**config.mk**
```make
export PLATFORM = sky130hd
export DESIGN_NAME = instr_mem_loader_flat
export DESIGN_NICKNAME = d
export VERILOG_FILES = /design/src/rtl/instr_mem_loader_if.sv /design/src/rtl/instr_mem_loader.sv /design/src/flat_wrapper.sv
export SDC_FILE = /design/constraint.sdc
export NUM_CORES = 1
export LEC_CHECK = 0
export BUFFER_PORTS_ARGS = -buffer_cell sky130_fd_sc_hd__buf_2
export CAP_MARGIN = 20
export CORE_UTILIZATION = 35
export CTS_CLUSTER_DIAMETER = 40
export DETAILED_ROUTE_END_ITERATION = 16
export GPL_TIMING_DRIVEN = 0
export PLACE_DENSITY_LB_ADDON = 0.25
export RECOVER_POWER = 50
export SLEW_MARGIN = 10
export SYNTH_ARGS = -nofsm -noshare
export SYNTH_HDL_FRONTEND = slang
export SYNTH_SLANG_ARGS = --single-unit
export TNS_END_PERCENT = 30
```
**constraint.sdc**
```tcl
create_clock -name clk -period 2.99 [get_ports clk]
set_clock_uncertainty 0.1 [all_clocks]
set_input_delay 0.299 -clock clk [delete_from_list [all_inputs] [get_ports clk]]
set_output_delay 0.299 -clock clk [all_outputs]
set_load 0.01 [all_outputs]
```
**src/rtl/instr_mem_loader_if.sv**
```systemverilog
// Word-stream handshake and byte-write port bundle for the instruction memory loader.
interface instr_mem_loader_if #(
  parameter int ADDR_W = 32
);
  logic              word_valid;
  logic              word_ready;
  logic [31:0]       word_data;
  logic              word_last;
  logic              mem_we;
  logic [ADDR_W-1:0] mem_addr;
  logic [7:0]        mem_wdata;

  modport master (
    output word_valid, word_data, word_last,
    input  word_ready, mem_we, mem_addr, mem_wdata
  );

  modport slave (
    input  word_valid, word_data, word_last,
    output word_ready, mem_we, mem_addr, mem_wdata
  );
endinterface

```
**src/rtl/instr_mem_loader.sv**
```systemverilog
// Serialises 32-bit words into big-endian byte writes: handshake at edge N, bytes in N+1..N+4.
// Source is stalled (word_ready low) while writing; an overflowing word is refused and the session ends in ERR.
module instr_mem_loader #(
  parameter int                DEPTH     = 256,
  parameter int                ADDR_W    = 32,
  parameter logic [ADDR_W-1:0] BASE_ADDR = '0
) (
  input  logic                     clk,
  input  logic                     rst,
  input  logic                     start,
  instr_mem_loader_if.slave        bus,
  output logic                     busy,
  output logic                     done,
  output logic                     error,
  output logic [7:0]               word_count
);

  typedef enum logic [2:0] {IDLE, LOAD, WRITE, DONE, ERR} state_t;

  localparam logic [ADDR_W-1:0] FULL_LIM = ADDR_W'(DEPTH - 4);

  state_t            state;
  state_t            state_nxt;
  logic [ADDR_W-1:0] pointer;
  logic [1:0]        byte_idx;
  logic [31:0]       word_q;
  logic              last_q;
  logic              full;
  logic              accept;
  logic [7:0]        word_byte;

  assign full   = (pointer > FULL_LIM);
  assign accept = (state == LOAD) && !full && bus.word_valid;

  always_ff @(posedge clk or negedge rst) begin
    if (!rst) begin
      state <= IDLE;
    end else begin
      state <= state_nxt;
    end
  end

  always_comb begin
    state_nxt = state;
    case (state)
      IDLE, DONE, ERR: begin
        if (start) state_nxt = LOAD;
      end
      LOAD: begin
        if (full)        state_nxt = ERR;
        else if (accept) state_nxt = WRITE;
      end
      WRITE: begin
        if (byte_idx == 2'd3) state_nxt = last_q ? DONE : LOAD;
      end
      default: state_nxt = IDLE;
    endcase
  end

  always_ff @(posedge clk or negedge rst) begin
    if (!rst) begin
      pointer    <= BASE_ADDR;
      byte_idx   <= 2'd0;
      word_q     <= 32'd0;
      last_q     <= 1'b0;
      word_count <= 8'd0;
    end else begin
      case (state)
        IDLE, DONE, ERR: begin
          if (start) begin
            pointer    <= BASE_ADDR;
            word_count <= 8'd0;
          end
        end
        LOAD: begin
          if (accept) begin
            word_q   <= bus.word_data;
            last_q   <= bus.word_last;
            byte_idx <= 2'd0;
          end
        end
        WRITE: begin
          pointer  <= pointer + ADDR_W'(1);
          byte_idx <= byte_idx + 2'd1;
          // count only completed words, saturating so a long session cannot wrap
          if (byte_idx == 2'd3 && word_count != 8'hFF) begin
            word_count <= word_count + 8'd1;
          end
        end
        default: ;
      endcase
    end
  end

  always_comb begin
    case (byte_idx)
      2'd0:    word_byte = word_q[31:24];
      2'd1:    word_byte = word_q[23:16];
      2'd2:    word_byte = word_q[15:8];
      default: word_byte = word_q[7:0];
    endcase
  end

  always_comb begin
    bus.word_ready = 1'b0;
    bus.mem_we     = 1'b0;
    bus.mem_addr   = '0;
    bus.mem_wdata  = 8'd0;
    busy           = 1'b0;
    done           = 1'b0;
    error          = 1'b0;
    case (state)
      LOAD: begin
        busy           = 1'b1;
        bus.word_ready = !full;
      end
      WRITE: begin
        busy          = 1'b1;
        bus.mem_we    = 1'b1;
        bus.mem_addr  = pointer;
        bus.mem_wdata = word_byte;
      end
      DONE:    done  = 1'b1;
      ERR:     error = 1'b1;
      default: ;
    endcase
  end

endmodule

```
**src/flat_wrapper.sv**
```systemverilog
// flat-port wrapper written by rule: the top's interface ports become plain ports
module instr_mem_loader_flat 
#(
  parameter int                DEPTH     = 256,
  parameter int                ADDR_W    = 32,
  parameter logic [ADDR_W-1:0] BASE_ADDR = '0
)
  (clk, rst, start, busy, done, error, word_count, bus_word_valid, bus_word_data, bus_word_last, bus_word_ready, bus_mem_we, bus_mem_addr, bus_mem_wdata);
  instr_mem_loader_if #(.ADDR_W(ADDR_W)) bus_i ();
  input  logic clk;
  input  logic rst;
  input  logic start;
  output logic busy;
  output logic done;
  output logic error;
  output logic [7:0] word_count;
  input wire logic [$bits(bus_i.word_valid)-1:0] bus_word_valid;
  input wire logic [$bits(bus_i.word_data)-1:0] bus_word_data;
  input wire logic [$bits(bus_i.word_last)-1:0] bus_word_last;
  output wire logic [$bits(bus_i.word_ready)-1:0] bus_word_ready;
  output wire logic [$bits(bus_i.mem_we)-1:0] bus_mem_we;
  output wire logic [$bits(bus_i.mem_addr)-1:0] bus_mem_addr;
  output wire logic [$bits(bus_i.mem_wdata)-1:0] bus_mem_wdata;
  assign bus_i.word_valid = bus_word_valid;
  assign bus_i.word_data = bus_word_data;
  assign bus_i.word_last = bus_word_last;
  assign bus_word_ready = bus_i.word_ready;
  assign bus_mem_we = bus_i.mem_we;
  assign bus_mem_addr = bus_i.mem_addr;
  assign bus_mem_wdata = bus_i.mem_wdata;
  instr_mem_loader #(.DEPTH(DEPTH), .ADDR_W(ADDR_W), .BASE_ADDR(BASE_ADDR)) u_core (.clk(clk), .rst(rst), .start(start), .bus(bus_i), .busy(busy), .done(done), .error(error), .word_count(word_count));
endmodule
```
==> metrics.txt <==
Buffers on Ports 89; worst reg2reg setup slack 0.47 ns; Clk pwr share 25.8%; Synth Warn # 0; RD Place Congestion 0.824; clock slew at reported path FFs 0.06 ns; RR Endpoint u_core.word_q[13]$_DFFE_PN0P_; initial core utilization 36.1%; syn_area_per_cell 10.3 sq um; RSZ-0062 raised after global routing no; Crit Path Class flip-flop to output pin; count of final setup violators 0; DRT iter0 DRCs 186; R2R Path Start u_core.pointer[29]$_DFFE_PN0P_; placed inst area 5040 sq um; CTS buffer count 9; Residual DRC 0; most frequent cell after synthesis dfrtp_1; Post-Route WL 11200 microns; WL/cell 16.1 microns; max-slew violations 0; Ant. Diodes 0; Sw Share 35.3%; dpl hpwl 8040 microns; First-pass DRT Iterations 5; CTS Buffer Depth 2; area added between synthesis and finish 21.7%; Sequential Power Share 36.7%; Final Instance Area 5300 sq um; Synth Net Count 466; Worst Setup EP bus_mem_addr[28]; Worst Hold Class input port to flip-flop; Clock Root Buffer clkbuf_16; final hold vios 0; vias in the first global route 3546; Comb power frac 37.5%; worst-skew pair later-pin latency 0.34 ns; final std cells w/o fill 696; Reg area 1950 sq um; post-route ant nets 0; crit path DAT 2.48 ns; gr ovfl total 0; I/O pin count 90; fin crit share 96.3%; Yosys top cell area share 44.8%; highest clock rate 347 MHz; Post-Syn Area 4360 sq um; Cell Int Power 2.71 mW; ratio of cells with drive above 1 in the final layout 27.8%; fillcell total 1182; element type at the critical path start flip-flop; DR vias/cell 5.27; Least-Margin Pin Slew 1.44 ns; R2R cell count 5; Switch Pwr 1.48 mW; count of cell types in the netlist 51; H-tree depth 3; min Tclk post-route 2.88 ns; post-CTS setup repair buffer count 0; register bit total from synthesis 78; Critical Path RT 2.59 ns; GRT Total Usage 18.1%; CTS tree done; Syn Inst Count 422; outcome complete, no violations; crit end category output pin; Synth async-reset ratio 100%; Synth area leaders dfrtp_1 (45%), mux2_4 (9.6%), and2_1 (4.5%); PD cells 790 nW/um^2; largest net degree at the start of global routing 53; nets 568; Worst Setup SP u_core.state[2]$_DFFE_PN0P_; Post-synth EDFFs 0; Max Fanout on Critical Path 10; via count of the routed design 3665; setup TNS 0 ns; Inst Count DP 680; max_cap viols 0; global-route wire length before repair 18100 microns; chip width 114 microns; post-synthesis sequential area ratio 44.8%; area of the multi-input gates 2240 sq um; worst-case vdd ir drop 0.396 mV; total die area 12900 sq um; Rows 40; Lkg Pwr 2.53 nW; core area 12100 sq um; Synth Flop Type dfrtp_1; clock sinks 78; top cells by count, synth dfrtp_1 (78), nand2_1 (41), and2_1 (31), mux2_4 (28), nor2_1 (25); Max transition margin 3.75%; initial antenna violation count 0; utilization after layout 44.0%; cell taking the most area after synthesis dfrtp_1; Total Power 4.19 mW; Chip Height 114 microns
[area by class of cell]
type	count	share of cell area (%)
plain buffers	23	2.22
clock buffers	9	4.25
clock inverters	6	1.20
inverters	12	0.850
multi-input cells	309	42.2
flip-flops and latches	78	36.8
well taps	168	3.97
repair buffers	91	8.47
[through the flow]
| step | setup slack (ns) | hold slack (ns) |
|---|---|---|
| after floorplan | 0.856 | -0.0966 |
| after global placement | 0.407 | 0.390 |
| after CTS | 0.0199 | 0.0556 |
| after detailed placement | 0.368 | 0.145 |
| after global routing | 0.0208 | 0.0711 |
| final | 0.110 | 0.0670 |
[power groups by stage]
stage	logic (mW)	registers [mW]	clock network [mW]
2_1_floorplan	1.15	1.49	0
3_3_place_gp	1.55	1.54	0
3_5_place_dp	1.58	1.55	0
4_1_cts	1.59	1.54	1.11
5_1_grt	1.72	1.57	1.14
6_report	1.57	1.54	1.08
[critical path: stages (launching register included)]
cell and delay, ns:
dfrtp_1 0.50, or3b_1 0.27, clkbuf_1 0.44, buf_1 0.59, nor2_1 0.15, buf_2 0.18
[how the worst min path moves through the flow]
stage                                                  end                    startpoint  cells after the start
after floorplan             u_core.byte_idx[0]$_DFFE_PN0P_                           rst                      0
after global placement        u_core.word_q[3]$_DFFE_PN0P_  u_core.word_q[3]$_DFFE_PN0P_                      1
after detailed placement  u_core.word_count[3]$_DFFE_PN0P_                           rst                      1
after CTS                      u_core.state[0]$_DFFE_PN0P_                bus_word_valid                      2
after global routing           u_core.state[0]$_DFFE_PN0P_                bus_word_valid                      2
final                          u_core.state[0]$_DFFE_PN0P_                bus_word_valid                      2
[routing by layer]
layer	global-route usage, %	up-vias	wire (microns)
li1	-	1753	-
met1	24.9	1773	5170
met2	28.2	124	5210
met3	3.35	15	600
met4	7.72	0	227
met5	0	-	0
[sequential cells by signal (all words and copies together) (netlist names)]
signal	count
u_core.pointer	32
u_core.word_q	32
u_core.word_count	8
u_core.state	3
u_core.byte_idx	2
u_core.last_q	1
[cells in the final DEF (no fill, tap or decap), drive strengths merged, types with 3 or more instances in the layout]
master and count:
buf 86, dfrtp 78, nand2 41, clkbuf 36, mux2 34, and2 32
nor2 25, a21oi 20, nand3 19, mux2i 19, o21ai 14, inv 12
nand4 12, nor4 11, a222oi 8, o31ai 8, nor3 8, ha 7
and4 6, or4 6, nand2b 5, or3 5, o311ai 4, and3 4
o41ai 3, clkinv 3
[kinds of logic (layout without fill, tap and decap cells)]
group | count (synthesis) | after routing | share of synthesized area [%]
and+or+nand+nor | 183 | 183 | 23.8
DFF | 78 | 78 | 44.8
AOI/OAI and AO/OA | 66 | 66 | 10.2
muxes | 53 | 53 | 15.6
buffers and inverters | 35 | 141 | 3.68
adders and majority gates | 7 | 7 | 2.01
[repair_timing]
item / in CTS / in global routing
resized for setup: 1 / 4
hold buffers: 1 / 0
pin swaps: 0 / 0
endpoints found under the setup margin: 1 / 19
endpoints found under the hold margin: 26 / 0
No activity file was read; power rests on OpenSTA's default activity.
